## src/rtl/alu_arbiter.sv

```systemverilog
// Round-robin arbiter sharing one ALU between two requesters.
// Operands are registered for the EXEC cycle; the result comes back in RESP tagged with the owner.
module alu_arbiter #(
  parameter int WIDTH = 16,
  parameter int OP_W  = 3
) (
  input  logic             clk,
  input  logic             reset,

  input  logic             Req0_Valid,
  output logic             Req0_Ready,
  input  logic [WIDTH-1:0] Req0_A,
  input  logic [WIDTH-1:0] Req0_Reg_Data,
  input  logic [WIDTH-1:0] Req0_Ext_Imm,
  input  logic             Req0_ALU_Src,
  input  logic [OP_W-1:0]  Req0_Op,

  input  logic             Req1_Valid,
  output logic             Req1_Ready,
  input  logic [WIDTH-1:0] Req1_A,
  input  logic [WIDTH-1:0] Req1_Reg_Data,
  input  logic [WIDTH-1:0] Req1_Ext_Imm,
  input  logic             Req1_ALU_Src,
  input  logic [OP_W-1:0]  Req1_Op,

  output logic [WIDTH-1:0] ALU_A,
  output logic [WIDTH-1:0] ALU_Reg_Data,
  output logic [WIDTH-1:0] ALU_Ext_Imm,
  output logic             ALU_Src,
  output logic [OP_W-1:0]  ALU_Op,
  input  logic [WIDTH-1:0] ALU_Result,
  input  logic             ALU_Zero,

  output logic             Resp_Valid,
  output logic             Resp_ID,
  output logic [WIDTH-1:0] Resp_Result,
  output logic             Resp_Zero,
  output logic             Busy
);

  typedef enum logic [1:0] {
    IDLE = 2'd0,
    EXEC = 2'd1,
    RESP = 2'd2
  } state_t;

  state_t             state_q, state_d;
  logic               last_grant_q, last_grant_d;
  logic               owner_q, owner_d;
  logic [WIDTH-1:0]   alu_a_q, alu_a_d;
  logic [WIDTH-1:0]   alu_reg_q, alu_reg_d;
  logic [WIDTH-1:0]   alu_ext_q, alu_ext_d;
  logic               alu_src_q, alu_src_d;
  logic [OP_W-1:0]    alu_op_q, alu_op_d;
  logic [WIDTH-1:0]   resp_result_q, resp_result_d;
  logic               resp_zero_q, resp_zero_d;
  logic               resp_id_q, resp_id_d;

  logic               grant;
  logic               accept;

  // On a tie the requester that did not win last time gets the ALU.
  always_comb begin
    grant = 1'b0;
    if (Req0_Valid && Req1_Valid) begin
      grant = ~last_grant_q;
    end else if (Req1_Valid) begin
      grant = 1'b1;
    end
  end

  assign accept     = (state_q == IDLE) && (Req0_Valid || Req1_Valid) && !reset;
  assign Req0_Ready = accept && !grant;
  assign Req1_Ready = accept && grant;

  always_comb begin
    state_d       = state_q;
    last_grant_d  = last_grant_q;
    owner_d       = owner_q;
    alu_a_d       = alu_a_q;
    alu_reg_d     = alu_reg_q;
    alu_ext_d     = alu_ext_q;
    alu_src_d     = alu_src_q;
    alu_op_d      = alu_op_q;
    resp_result_d = resp_result_q;
    resp_zero_d   = resp_zero_q;
    resp_id_d     = resp_id_q;

    case (state_q)
      IDLE: begin
        if (accept) begin
          state_d      = EXEC;
          last_grant_d = grant;
          owner_d      = grant;
          alu_a_d      = grant ? Req1_A        : Req0_A;
          alu_reg_d    = grant ? Req1_Reg_Data : Req0_Reg_Data;
          alu_ext_d    = grant ? Req1_Ext_Imm  : Req0_Ext_Imm;
          alu_src_d    = grant ? Req1_ALU_Src  : Req0_ALU_Src;
          alu_op_d     = grant ? Req1_Op       : Req0_Op;
        end
      end
      EXEC: begin
        state_d       = RESP;
        resp_result_d = ALU_Result;
        resp_zero_d   = ALU_Zero;
        resp_id_d     = owner_q;
      end
      RESP: begin
        state_d = IDLE;
      end
      default: begin
        state_d = IDLE;
      end
    endcase
  end

  always_ff @(posedge clk) begin
    if (reset) begin
      state_q       <= IDLE;
      last_grant_q  <= 1'b1;
      owner_q       <= 1'b0;
      alu_a_q       <= '0;
      alu_reg_q     <= '0;
      alu_ext_q     <= '0;
      alu_src_q     <= 1'b0;
      alu_op_q      <= '0;
      resp_result_q <= '0;
      resp_zero_q   <= 1'b0;
      resp_id_q     <= 1'b0;
    end else begin
      state_q       <= state_d;
      last_grant_q  <= last_grant_d;
      owner_q       <= owner_d;
      alu_a_q       <= alu_a_d;
      alu_reg_q     <= alu_reg_d;
      alu_ext_q     <= alu_ext_d;
      alu_src_q     <= alu_src_d;
      alu_op_q      <= alu_op_d;
      resp_result_q <= resp_result_d;
      resp_zero_q   <= resp_zero_d;
      resp_id_q     <= resp_id_d;
    end
  end

  assign ALU_A        = alu_a_q;
  assign ALU_Reg_Data = alu_reg_q;
  assign ALU_Ext_Imm  = alu_ext_q;
  assign ALU_Src      = alu_src_q;
  assign ALU_Op       = alu_op_q;
  assign Resp_Valid   = (state_q == RESP);
  assign Resp_ID      = resp_id_q;
  assign Resp_Result  = resp_result_q;
  assign Resp_Zero    = resp_zero_q;
  assign Busy         = (state_q != IDLE);

endmodule

```

## config.mk

```make
export PLATFORM = sky130hd
export DESIGN_NAME = alu_arbiter
export DESIGN_NICKNAME = d
export VERILOG_FILES = /design/src/rtl/alu_arbiter.sv
export SDC_FILE = /design/constraint.sdc
export NUM_CORES = 1
export LEC_CHECK = 0
export ABC_AREA = 1
export BUFFER_PORTS_ARGS = -buffer_cell sky130_fd_sc_hd__buf_4
export CAP_MARGIN = 20
export CORE_MARGIN = 4
export CORE_UTILIZATION = 35
export CTS_BUF_LIST = sky130_fd_sc_hd__clkbuf_16
export CTS_CLUSTER_SIZE = 12
export DETAILED_ROUTE_END_ITERATION = 7
export PLACE_DENSITY = 0.69
export SYNTH_ARGS = -nofsm -noshare
export SYNTH_HDL_FRONTEND = slang
export SYNTH_SLANG_ARGS = --single-unit
```

## constraint.sdc

```tcl
create_clock -name clk -period 1 [get_ports clk]
set_input_delay 0.2 -clock clk [delete_from_list [all_inputs] [get_ports clk]]
set_output_delay 0.2 -clock clk [all_outputs]
set_load 0.1 [all_outputs]
```

==> metrics.txt <==
Min-Delay Path Class=in2reg; internal power=7.604 mW; non-filler instance count after layout=865; most frequent cells in the layout=nand2_1 (164), buf_4 (154), buf_12 (81); Area Growth Syn to Fin=123.8%; Routability Congestion=0.8144; initial antenna violation count=0; #FFs+latches synth=74; WP depth=5; worst hold margin=0.1040 ns; Comb pwr share=39.7%; Most Used Layer, Global Route=met2; Net count, final=856; vias in the first global route=4122; Slew Limit Headroom=66.08%; DR iter-0 viols=180; Worst path max stage delay=0.33 ns; layout cells sized above 1=63.04%; Bufs and invs on worst path=2; Clk Tree Root Cell=clkbuf_16; fmax=659.5 MHz; H-tree depth=3; Initial Util=36.11%; clock skew=0.007868 ns; grt ovf=0; Syn. warnings=0; Core Rows=35; status=finished with violations; routed vias=4278; synthesized instance count=500; sequential power share=28.8%; CTS tree=built; Post-Synth Adder-Cell Area=0%; ANT nets after route=0; Compound-Gate Fraction of Synth Area=10.75%; Sw Pwr=4.385 mW; XOR/XNOR Fraction of Synth Area=0%; VDD IR max=0.0008528 V; crit-path leading delay family=simple AND/OR/NAND/NOR gates; CP arrival=1.32 ns; Unique masters post-synth=17; PnR worst setup slack=-0.5164 ns; CTS sink count=74; clk_lat worst skew=0.32 ns; Clk pwr share=31.5%; final setup fails=147; Ant. Diodes=0; TritonRoute pass-1 iters=4; min Tclk post-route=1.516 ns; critical path type=reg2out; Max Cap Viol=0; M1 GR Usage=25.76%; Post-Synth Simple-Gate Area=37.70%; main combinational cell family by area after synthesis=simple AND/OR/NAND/NOR gates; WL/cell=16.51 um; Die Ht=105.9 um; # fillers=575; met2 Use GR=40.48%; Crit Path Max Fanout=4; static leakage=3.515 nW; Clock transition at path regs=0.06 ns; GR Util met3=4.899%; synthesized cell area=3352 um2; Seq/Total Area, Yosys=44.20%; CP Launch Type=register; die area=11210 um2; most frequent CP cell=nor2_4; I/O pin total=199; max-slew violations=0; crit path max-delay cell type=dfxtp_2; Worst Path Required=0.80 ns; DIE WIDTH=105.9 um; worst slew pin tran=0.5088 ns; syn_nets=625; RSZ-0062 raised after global routing=true; mux contribution to synthesized area=0%; residual DRC count=0; cts bufs inserted=9; drt total wl=14.28 mm; worst-path cell chain=nor2_4 -> buf_6 -> nand3_4 -> nor2_4 -> buf_12; GRT Util Overall=22.64%; vias per cell=4.946; Final Hold Fails=0; switch share=36.58%; pin count of the biggest net entering global routing=44; Hold-fix buffers, CTS=0; failing checks=setup timing; fin crit share=151.6%; global-route wire length before repair=20.45 mm; placed cells=812; pwr/cell area=1598 nW/um2; r2r worst-path depth=9; Clock Tree Buf Depth=2; CP Capture Type=primary output; commonest non-fill, non-tap cell in the layout=nand2_1; synthesized area per cell=6.704 um2; Hold Path Depth=3; Port Buf Inserts=198; DP Wirelength=8.331 mm; core area=9284 um2
[path summary, 6_finish.rpt]
path                                               endpoint                     from  slack [ns]
worst max-delay path                             Req0_Ready  state_q[0]$_SDFFE_PP0P_       -0.52
worst min-delay path            Resp_Result[9]$_SDFFE_PP0N_            ALU_Result[9]        0.10
worst min register to register         owner_q$_SDFFE_PP0P_     owner_q$_SDFFE_PP0P_        0.48
worst max register to register  ALU_Ext_Imm[3]$_SDFFE_PP0P_  state_q[0]$_SDFFE_PP0P_       -0.45
[kinds of logic after synthesis]
group	Yosys count
DFF	74
and+or+nand+nor	310
buffers and inverters	44
AOI/OAI and AO/OA	72
[power by group through the flow]
stage	Clock, mW	Sequential [mW]	Combinational, mW
final	3.78	3.45	4.76
after detailed placement	0	3.40	3.34
after global placement	0	3.38	3.31
after floorplan	0	4.86	0.957
after global routing	3.97	3.47	4.97
after CTS	3.81	3.45	4.24
[final cells by class]
class	count	area (um2)	share of cell area (%)
repair buffers	256	3158	42.09
inverters	8	50.05	0.6671
multi-input cells	382	2190	29.19
clock inverters	7	125.1	1.668
clock buffers	9	225.2	3.002
well taps	129	161.4	2.151
flip-flops and latches	74	1593	21.23
[worst register-to-register path, stage by stage, from the launching register on]
cell	delay, ns
dfxtp_2	0.33
nor2_4	0.16
nand2_4	0.09
nor2_8	0.10
buf_6	0.11
buf_12	0.12
buf_8	0.13
buf_12	0.15
nand2_4	0.06
a21oi_2	0.12
[metal layers]
layer | part of all wire (%) | wire [um]
met1 | 38 | 5367
met3 | 5.4 | 778
met5 | 0 | 0
met4 | 3.6 | 511
met2 | 53 | 7625
[sequential cells by signal (all words and copies together) (netlist names)]
signal        flops
Resp_Zero         1
ALU_Op            3
Resp_ID           1
ALU_A            16
owner_q           1
ALU_Src           1
ALU_Reg_Data     16
ALU_Ext_Imm      16
state_q           2
Resp_Result      16
last_grant_q      1
[per-stage QoR]
step                      setup WS, ns  util [%]  area [um2]  total power, mW  TNS, ns
final                          -0.5164     80.81        7502            11.99   -28.07
after global placement         -0.2603     54.97        5104            6.700   -11.25
after CTS                      -0.5297     73.07        6784            11.49   -29.07
after floorplan                -0.4284         -        3510            5.817   -6.899
after global routing           -0.5760     80.81        7502            12.40   -34.00
after detailed placement       -0.2794     54.97        5104            6.739   -13.81
[repair_timing]
action / in CTS / in global routing
endpoints found under the setup margin: 146 / 148
gates cloned: 8 / 3
gates resized for setup: 258 / 172
pin swaps: 6 / 81
buffers inserted: 10 / 20
[cell usage after synthesis]
| cell type | count | area share, % |
|---|---|---|
| nand3_1 | 52 | 7.8 |
| buf_6 | 5 | 1.7 |
| o21ai_0 | 18 | 2.7 |
| clkbuf_1 | 7 | 0.78 |
| inv_2 | 3 | 0.34 |
| nand2_1 | 212 | 24 |
| nor2_8 | 1 | 0.60 |
| buf_2 | 14 | 2.1 |
| buf_1 | 3 | 0.34 |
| buf_4 | 7 | 1.6 |
| dfxtp_1 | 74 | 44 |
| a21oi_1 | 54 | 8.1 |
| nor2_2 | 1 | 0.19 |
| nand2_2 | 4 | 0.75 |
| inv_1 | 5 | 0.56 |
| nand3_2 | 1 | 0.30 |
| nor2_1 | 39 | 4.4 |
Note: power is estimated with default switching activity, not from simulation.
